<file path="config.mk">
export PLATFORM = sky130hd
export DESIGN_NAME = pll_enable_sequencer_flat
export DESIGN_NICKNAME = d
export VERILOG_FILES = /design/src/rtl/pll_enable_sequencer_if.sv /design/src/rtl/pll_enable_sequencer.sv /design/src/flat_wrapper.sv
export SDC_FILE = /design/constraint.sdc
export NUM_CORES = 1
export LEC_CHECK = 0
export BUFFER_PORTS_ARGS = -buffer_cell sky130_fd_sc_hd__buf_2
export CAP_MARGIN = 5
export CORE_AREA = 4 4 56 58
export DETAILED_ROUTE_END_ITERATION = 12
export DIE_AREA = 0 0 60 62
export MAX_ROUTING_LAYER = met4
export PLACE_DENSITY = 0.81
export RECOVER_POWER = 50
export SLEW_MARGIN = 20
export SYNTH_ARGS = -nofsm -noshare
export SYNTH_HDL_FRONTEND = slang
export SYNTH_SLANG_ARGS = --single-unit
</file>
<file path="constraint.sdc">
create_clock -name CLK -period 2.6 [get_ports CLK]
set_input_delay 0.26 -clock CLK [delete_from_list [all_inputs] [get_ports CLK]]
set_output_delay 0.26 -clock CLK [all_outputs]
set_load 0.005 [all_outputs]
</file>
<file path="src/rtl/pll_enable_sequencer_if.sv">
// Signal bundle between the PLL enable sequencer and its surroundings:
// the bring-up request and raw PLL lock in, PLL enable and status out.
interface pll_enable_sequencer_if #(
  parameter int MAX_RETRIES = 3
);
  localparam int RW = (MAX_RETRIES > 0) ? $clog2(MAX_RETRIES + 1) : 1;

  logic          START;
  logic          LOCK;
  logic          PLL_EN;
  logic          READY;
  logic          FAIL;
  logic [2:0]    STATE;
  logic [RW-1:0] RETRY_CNT;
  logic [7:0]    LOSS_CNT;

  modport master (
    input  START, LOCK,
    output PLL_EN, READY, FAIL, STATE, RETRY_CNT, LOSS_CNT
  );

  modport slave (
    output START, LOCK,
    input  PLL_EN, READY, FAIL, STATE, RETRY_CNT, LOSS_CNT
  );
endinterface

</file>
<file path="src/rtl/pll_enable_sequencer.sv">
// Brings a PLL up from its reference clock: enable, wait for lock with timeout
// and retries, qualify lock as stable, then report READY; re-sequences on loss.
module pll_enable_sequencer #(
  parameter int LOCK_TIMEOUT  = 1024,
  parameter int STABLE_CYCLES = 16,
  parameter int OFF_CYCLES    = 8,
  parameter int MAX_RETRIES   = 3
) (
  input  logic                  CLK,
  input  logic                  RESET_N,
  pll_enable_sequencer_if.master bus
);
  // Must match the interface's RETRY_CNT width for the same MAX_RETRIES.
  localparam int RW   = (MAX_RETRIES > 0) ? $clog2(MAX_RETRIES + 1) : 1;
  localparam int TMAX = (LOCK_TIMEOUT > STABLE_CYCLES)
                        ? ((LOCK_TIMEOUT > OFF_CYCLES) ? LOCK_TIMEOUT : OFF_CYCLES)
                        : ((STABLE_CYCLES > OFF_CYCLES) ? STABLE_CYCLES : OFF_CYCLES);
  localparam int TW   = (TMAX > 1) ? $clog2(TMAX) : 1;

  typedef enum logic [2:0] {
    S_IDLE   = 3'd0,
    S_ENABLE = 3'd1,
    S_STABLE = 3'd2,
    S_READY  = 3'd3,
    S_OFF    = 3'd4,
    S_FAIL   = 3'd5
  } state_e;

  state_e        state_q, state_d;
  logic [TW-1:0] timer_q, timer_d;
  logic [RW-1:0] retry_q, retry_d;
  logic [7:0]    loss_q, loss_d;
  logic          pll_en_q, pll_en_d;
  logic          ready_q, ready_d;
  logic          fail_q, fail_d;
  logic          lock_meta_q, lock_s_q;

  // Two-flop synchronizer for the asynchronous PLL lock.
  always_ff @(posedge CLK or negedge RESET_N) begin
    if (!RESET_N) begin
      lock_meta_q <= 1'b0;
      lock_s_q    <= 1'b0;
    end else begin
      // NOTE: non-blocking so both flops sample pre-edge values and form a real two-stage chain.
      lock_meta_q <= bus.LOCK;
      lock_s_q    <= lock_meta_q;
    end
  end

  always_comb begin
    // NOTE: every variable gets a default first so no path leaves it unassigned (no latch).
    state_d = state_q;
    retry_d = retry_q;
    loss_d  = loss_q;

    if (!bus.START) begin
      state_d = S_IDLE;
      retry_d = '0;
    end else begin
      unique case (state_q)
        S_IDLE: begin
          state_d = S_ENABLE;
          retry_d = '0;
        end
        S_ENABLE: begin
          if (lock_s_q) begin
            state_d = S_STABLE;
          end else if (timer_q == TW'(LOCK_TIMEOUT - 1)) begin
            if (retry_q == RW'(MAX_RETRIES)) begin
              state_d = S_FAIL;
            end else begin
              retry_d = retry_q + RW'(1);
              state_d = S_OFF;
            end
          end
        end
        S_STABLE: begin
          if (!lock_s_q) begin
            state_d = S_ENABLE;
          end else if (timer_q == TW'(STABLE_CYCLES - 1)) begin
            state_d = S_READY;
            retry_d = '0;
          end
        end
        S_READY: begin
          if (!lock_s_q) begin
            state_d = S_OFF;
            if (loss_q != 8'hFF) loss_d = loss_q + 8'd1;
          end
        end
        S_OFF: begin
          if (timer_q == TW'(OFF_CYCLES - 1)) state_d = S_ENABLE;
        end
        S_FAIL:  state_d = S_FAIL;
        default: state_d = S_IDLE;
      endcase
    end

    // One shared timer: zero on any state entry, counts only in timed states.
    if (state_d != state_q) begin
      timer_d = '0;
    end else if (state_q == S_ENABLE || state_q == S_STABLE || state_q == S_OFF) begin
      timer_d = timer_q + TW'(1);
    end else begin
      timer_d = '0;
    end

    pll_en_d = (state_d == S_ENABLE) || (state_d == S_STABLE) || (state_d == S_READY);
    ready_d  = (state_d == S_READY);
    fail_d   = (state_d == S_FAIL);
  end

  always_ff @(posedge CLK or negedge RESET_N) begin
    if (!RESET_N) begin
      state_q  <= S_IDLE;
      timer_q  <= '0;
      retry_q  <= '0;
      loss_q   <= '0;
      pll_en_q <= 1'b0;
      ready_q  <= 1'b0;
      fail_q   <= 1'b0;
    end else begin
      state_q  <= state_d;
      timer_q  <= timer_d;
      retry_q  <= retry_d;
      loss_q   <= loss_d;
      pll_en_q <= pll_en_d;
      ready_q  <= ready_d;
      fail_q   <= fail_d;
    end
  end

  assign bus.PLL_EN    = pll_en_q;
  assign bus.READY     = ready_q;
  assign bus.FAIL      = fail_q;
  assign bus.STATE     = state_q;
  assign bus.RETRY_CNT = retry_q;
  assign bus.LOSS_CNT  = loss_q;
endmodule
</file>
<file path="src/flat_wrapper.sv">
// flat-port wrapper written by rule: the top's interface ports become plain ports
module pll_enable_sequencer_flat 
#(
  parameter int LOCK_TIMEOUT  = 1024,
  parameter int STABLE_CYCLES = 16,
  parameter int OFF_CYCLES    = 8,
  parameter int MAX_RETRIES   = 3
)
  (CLK, RESET_N, bus_START, bus_LOCK, bus_PLL_EN, bus_READY, bus_FAIL, bus_STATE, bus_RETRY_CNT, bus_LOSS_CNT);
  pll_enable_sequencer_if #(.MAX_RETRIES(MAX_RETRIES)) bus_i ();
  input  logic CLK;
  input  logic RESET_N;
  input wire logic [$bits(bus_i.START)-1:0] bus_START;
  input wire logic [$bits(bus_i.LOCK)-1:0] bus_LOCK;
  output wire logic [$bits(bus_i.PLL_EN)-1:0] bus_PLL_EN;
  output wire logic [$bits(bus_i.READY)-1:0] bus_READY;
  output wire logic [$bits(bus_i.FAIL)-1:0] bus_FAIL;
  output wire logic [$bits(bus_i.STATE)-1:0] bus_STATE;
  output wire logic [$bits(bus_i.RETRY_CNT)-1:0] bus_RETRY_CNT;
  output wire logic [$bits(bus_i.LOSS_CNT)-1:0] bus_LOSS_CNT;
  assign bus_i.START = bus_START;
  assign bus_i.LOCK = bus_LOCK;
  assign bus_PLL_EN = bus_i.PLL_EN;
  assign bus_READY = bus_i.READY;
  assign bus_FAIL = bus_i.FAIL;
  assign bus_STATE = bus_i.STATE;
  assign bus_RETRY_CNT = bus_i.RETRY_CNT;
  assign bus_LOSS_CNT = bus_i.LOSS_CNT;
  pll_enable_sequencer #(.LOCK_TIMEOUT(LOCK_TIMEOUT), .STABLE_CYCLES(STABLE_CYCLES), .OFF_CYCLES(OFF_CYCLES), .MAX_RETRIES(MAX_RETRIES)) u_core (.CLK(CLK), .RESET_N(RESET_N), .bus(bus_i));
endmodule
</file>
After elaboration in Yosys (flattened, before gate mapping)
Cells that the tools add are included.
{"block": "word_totals", "ff_bits": 28, "output_inout_bits": 16, "wordCells": 59}
{"block": "op_classes", "n_addsub": 3, "eq_ne": 21, "muxes": 18, "bitwise": 1, "reduce_logical": 7}
{"op": "$mux W3", "n": 7}
{"op": "$mux W10", "n": 2}
{"op": "$pmux W3 S6", "n": 1}
{"op": "$eq A3 B2 Y1 const B", "n": 4}
{"op": "$mux W2", "n": 6}
{"op": "$add A10 B1 Y10 const B", "n": 1}
{"op": "$eq A10 B10 Y1 const B", "n": 1}
{"op": "$eq A10 B3 Y1 const B", "n": 1}
{"op": "$eq A10 B4 Y1 const B", "n": 1}
{"op": "$eq A3 B3 Y1 const B", "n": 3}
{"op": "$ne A3 B2 Y1 const B", "n": 3}
{"op": "$add A8 B1 Y8 const B", "n": 1}
{"op": "$ne A8 B8 Y1 const B", "n": 1}
{"op": "$eq A3 B1 Y1 const B", "n": 2}
{"op": "$ne A3 B3 Y1 const B", "n": 2}
{"op": "$pmux W2 S3", "n": 1}
{"op": "$reduce_and A6 Y1", "n": 1}
{"op": "$logic_or A1 B1 Y1", "n": 4}
{"op": "$ne A4 B1 Y1 const B", "n": 1}
{"op": "$reduce_and A4 Y1", "n": 1}
{"op": "$logic_not A3 Y1", "n": 1}
{"op": "$ne A3 B3 Y1", "n": 1}
{"op": "$add A2 B1 Y2 const B", "n": 1}
{"op": "$eq A2 B2 Y1 const B", "n": 1}
{"op": "other kinds (2)", "n": 2}

Longest topological paths before layout
{"block": "depth", "ltp_word": 9, "depth_mapped": 7, "ltp_nobuf": 6}

Least setup slack after synthesis
OpenSTA, ideal clock, no wires.
{"block": "synth_timing", "path_kind": "flip-flop to flip-flop", "startpoint": "reg u_core.timer_q[0]", "endpoint": "reg u_core.timer_q[2]", "setup_ps": 134, "arrival_time_ps": 1641, "required_time_ps": 2466, "slack_ps": 825, "path_stages_with_launch": 7, "path_buffers": 0, "cell_sequence": "dfrtp_1 -> ha_1 -> nand2_1 -> a211o_1 -> or3_1 -> nand2_2 -> nor3_1"}
{"block": "synth_via", "elab_chain_len": 7, "word_cells_on_any_way": 14}
{"element": "start: declaration", "line": "pll_enable_sequencer.sv:30", "text": "logic [TW-1:0] timer_q, timer_d;"}
{"element": "start signal: assignment", "line": "pll_enable_sequencer.sv:124", "text": "timer_q <= timer_d;"}
{"element": "$eq A10 B4 Y1 or $eq A10 B10 Y1 (tied branches)", "line": "pll_enable_sequencer.sv:80, pll_enable_sequencer.sv:68"}
{"element": "$mux W3, on equally long branches", "line": "pll_enable_sequencer.sv:80, pll_enable_sequencer.sv:68"}
{"element": "$mux W3, on equally long branches", "line": "pll_enable_sequencer.sv:78, pll_enable_sequencer.sv:66"}
{"element": "$pmux W3 S6", "line": "pll_enable_sequencer.sv:60", "text": "unique case (state_q)"}
{"element": "$mux W3", "line": "pll_enable_sequencer.sv:56", "text": "if (!bus.START) begin"}
{"element": "$ne A3 B3 Y1", "line": "pll_enable_sequencer.sv:100", "text": "if (state_d != state_q) begin"}
{"element": "$mux W10 (*)", "line": "pll_enable_sequencer.sv:100"}
{"element": "named net u_core.timer_d[2]", "line": "pll_enable_sequencer.sv:30"}
Mark *: on every way through the listed nets, which the timed path passes. The rest lies on a longest branch.
A chain may end at the register's enable or synchronous reset.

Worst setup path in the final report
{"block": "layout_timing", "startpoint": "reg u_core.timer_q[0]", "endpoint": "reg u_core.timer_q[9]"}
The elaborated chain is that of the path after synthesis.

==> summary by stage <==
Route
The average vias per placed instance is slightly below 6. After detailed routing, the number of remaining DRC violations is 0. The number of vias in the routed layout is between 1,000 and 1,500. The residual antenna-violating net count after detailed routing is 0. The per-cell routed wire length is ~15 microns.

Before antenna repair, the detailed router went through 5 iterations. After detailed routing, the total wire length is approximately 3 mm. The DRC marker count from the first detailed-route iteration is about 110.

Min path
The worst hold path begins at bus_LOCK. The capture endpoint of the worst hold path is u_core.lock_meta_q. In this run the worst hold path is classified as input port to flip-flop. Counting instances, the worst hold path has a depth of 1.

Clocking
Clock tree synthesis found a total of 28 sinks. The count of instances resized after the clock tree is built is 0. CTS built an H-tree with a depth of 1. The maximum clock insertion buffer count is 2. The post-CTS setup buffer count is 0. The clock-pin transition on the worst setup and hold timing paths is 0.15 ns. The TritonCTS clock tree is yes.

The CTS buffer count is 3. The number of buffers added to fix hold violations after cts is 1. At the later pin of the worst-skew pair, clock insertion delay measures roughly 0.32 ns.

The root buffer cell is sky130_fd_sc_hd__clkbuf_4.

Run status
The flow ran to the end, and the final reports show no timing, DRC or antenna violations.

GRT
The initial antenna violation count is 0. The number of global-route vias before repair is between 1,000 and 1,500. The wire length of the first global-routing pass is roughly 5.0 mm. Entering global routing, the biggest net connects 29 pins. Across every metal layer, demand over resource in global routing totals 18.52%.

The total overflow left after global routing is 0.

Logic synthesis
For this run, the leading register cell type out of synthesis is sky130_fd_sc_hd__dfrtp_1. Synthesis produced a netlist with a net count of between 150 and 200. The summed instance area of the synthesized netlist is 1565 sq um. The post-synthesis area per instance is just over 10 sq um.

The number of enable-type register cells in the synthesized netlist is 0. The number of storage elements in the synthesis netlist is 28. The number of warning messages in the yosys log is 0. Counting distinct cell types in the post-synthesis netlist gives 45.

For this run, asynchronously set or reset flops after synthesis account for between 90% and 100%. Summing the sequential cell areas from Yosys gives between 40% and 50% of the chip area. After technology mapping, the gate count stands at 151.

Placement
The number of port buffers is 19. At the end of routability-driven placement, the weighted congestion stood at a little under 0.9. OpenSTA, run right after detailed placement, puts the worst setup slack at 0.6555 ns. The half-perimeter wire length after placement is approximately 2.2 mm.

Floorplan
The initial utilization of the core area, before any placement, comes to approximately three fifths. Measured along the x axis, the die boundary spans approximately 60 microns. The number of rows created at floorplan is 19. Pin placement for this block handled 20 I/O pins. The die covers around 3700 sq um. In this run the standard cell core region covers between 2000 and 3000 sq um. The floorplan step set the die height to 62 microns.

STA
Setup repair after global routing left no endpoint under its margin. Across the routed clock network, the largest skew measured is approximately 0.0060 ns. The number of pins exceeding their max-slew limit in the final report is 0. Subtracting the final worst setup slack from the clock period gives a little under 2 ns. The timing-limited maximum frequency is 503.3 MHz. Summed over all failing endpoints, the final setup total negative slack is 0 ns.

The count of endpoints failing hold in the final timing report is 0. The worst slew margin relative to its limit is roughly 4.4%. The worst-margin pin slew is about 1.4 ns. The final worst-path cycle share is between 70% and 80%. Setup violations remaining at the end of the flow were counted as 0. The final critical-path setup slack is between 0.6 and 0.7 ns.

Pwr
The worst-case IR drop observed on VDD is about 0.40 mV. The cell internal power dissipation is ~0.00061 W. The leakage power total is just under 0.8 nW. In this run the power spent charging and discharging nets is 0.0002412 W.

The power after layout is approximately 0.00085 W. In this run switching power makes up about 28% of total power. The power density over the cells is roughly 510 nW/um^2. The sequential share of power is about three fifths.

The proportion of power drawn by the clock network is between 20 and 25%. In this run, the combinational gates consume between 10% and 20% of the power.

Critical path
For this run, the slowest stage of the critical path takes approximately 0.40 ns. The arrival time at the worst endpoint is 2.20 ns. STA classifies the critical path endpoint as a flip-flop. The critical path goes through ha_1, nand2_1, a211o_1, or3_1, nand2_2, nor3_1. Of all nets on the critical path, the largest fanout is 9.

Counting cells, the worst reg-to-reg path comes to 6. The nature of the critical path startpoint is a flip-flop. The beginning of the worst register-to-register path is u_core.timer_q[0]. The category of the most critical setup path is flip-flop to flip-flop.

The cell with the biggest individual delay on the critical path is sky130_fd_sc_hd__dfrtp_1. The end of the worst register-to-register path is u_core.timer_q[9]. Data on the critical path is required at its endpoint by 2.81 ns. In this run the register-to-register setup slack is between 0.6 and 0.7 ns.

Layout
The proportion of layout cells with a drive suffix above 1 is ~18%. Leaving out fill and tap cells, the most frequent cells in the layout are sky130_fd_sc_hd__dfrtp_1, sky130_fd_sc_hd__nand3_1, sky130_fd_sc_hd__buf_2, sky130_fd_sc_hd__nor3_1. The area growth from synthesis to layout is 7.674%. The leading cell type in the layout, fill and taps excluded is sky130_fd_sc_hd__dfrtp_1. The antenna cell count is 0. The final layout contains approximately 180 nets.

Run
Across the run, the number of max-cap violations was 0.
## stage by stage
stage | cell area, sq um | instances | utilization [%] | hold slack, ns
after floorplan | 1565 | 151 | - | -0.03559
after global routing | 1685 | 199 | 63.30 | 0.006837
after global placement | 1644 | 194 | 61.75 | 0.2976
final | 1685 | 199 | 63.30 | 0.03117
after detailed placement | 1644 | 194 | 61.75 | 0.3029
after CTS | 1690 | 199 | 63.49 | 0.02488
## Yosys cell counts, types with 2 or more instances
master                     number  area, sq um
sky130_fd_sc_hd__a31oi_1        2        12.51
sky130_fd_sc_hd__inv_1          6        22.52
sky130_fd_sc_hd__a21oi_1        3        15.01
sky130_fd_sc_hd__dfrtp_1       28        700.7
sky130_fd_sc_hd__ha_1           3        37.54
sky130_fd_sc_hd__nand3_1       15        75.07
sky130_fd_sc_hd__or3_1          2        12.51
sky130_fd_sc_hd__a21boi_0       3        22.52
sky130_fd_sc_hd__buf_6          2        22.52
sky130_fd_sc_hd__and3_1         2        12.51
sky130_fd_sc_hd__nand3b_1       4        30.03
sky130_fd_sc_hd__xor2_1         7        61.31
sky130_fd_sc_hd__buf_4          2        15.01
sky130_fd_sc_hd__clkbuf_2       2        10.01
sky130_fd_sc_hd__nor4_4         2        42.54
sky130_fd_sc_hd__nor2_1         9        33.78
sky130_fd_sc_hd__xnor2_1        9        78.83
sky130_fd_sc_hd__nor3_1        14        70.07
sky130_fd_sc_hd__o31ai_1        2        15.01
sky130_fd_sc_hd__nor2b_1        3        18.77
sky130_fd_sc_hd__nand2_1        7        26.28
## final cells by class
class                           instances  area [sq um]
Clock buffer                            4         36.28
Fill cell                             224         977.2
Inverter                                6         22.52
Multi-Input combinational cell        110         787.0
Sequential cell                        28         700.7
Tap cell                               31         38.79
Timing Repair Buffer                   20         100.1
## worst max-delay path, delay by kind of cell (launching register included)
kind	cells	cell delay, ns
compound gates	1	0.36
fa+ha+maj	1	0.27
flops	1	0.40
simple gates	4	0.83
## power by group through the flow
stage	Clock, W	Sequential, W	Combinational (W)
final	0.000209	0.000500	0.000145
after floorplan	0	0.000493	0.000111
after CTS	0.000213	0.000500	0.000149
after global placement	0	0.000505	0.000142
after global routing	0.000233	0.000506	0.000165
after detailed placement	0	0.000508	0.000147
## layer usage
layer | vias to the layer above | global-route usage [%] | part of all wire, %
li1 | 565 | - | -
met1 | 582 | 24.15 | 45
met2 | 30 | 29.78 | 50
met3 | 2 | 3.099 | 4.1
met4 | 0 | 5.380 | 0.78
met5 | - | - | 0
## how the worst max path moves through the flow
stage          depth (start not counted)           endpoint         startpoint
6_report                               6  u_core.timer_q[9]  u_core.timer_q[0]
5_1_grt                                6  u_core.timer_q[2]  u_core.timer_q[0]
4_1_cts                                6  u_core.timer_q[3]  u_core.timer_q[0]
3_5_place_dp                           6  u_core.timer_q[3]  u_core.timer_q[0]
3_3_place_gp                           6  u_core.timer_q[3]  u_core.timer_q[0]
2_1_floorplan                          6  u_core.timer_q[2]  u_core.timer_q[0]
## registers in the layout, indices dropped and copies added, names as in the netlist
name	flops
u_core.bus.PLL_EN	1
u_core.bus.STATE	3
u_core.lock_s_q	1
u_core.bus.FAIL	1
u_core.lock_meta_q	1
u_core.bus.LOSS_CNT	8
u_core.bus.READY	1
u_core.timer_q	10
u_core.bus.RETRY_CNT	2
## cell families (layout without fill, tap and decap cells)
kind of cell / Yosys count / after routing / share of synthesized area, %
buf+inv: 13 / 30 / 4.956
simple gates: 68 / 68 / 26.70
flops: 28 / 28 / 44.76
fa+ha+maj: 3 / 3 / 2.398
mux: 2 / 2 / 1.359
compound gates: 21 / 21 / 10.87
xor+xnor: 16 / 16 / 8.953
(Power assumes the default switching activity.)
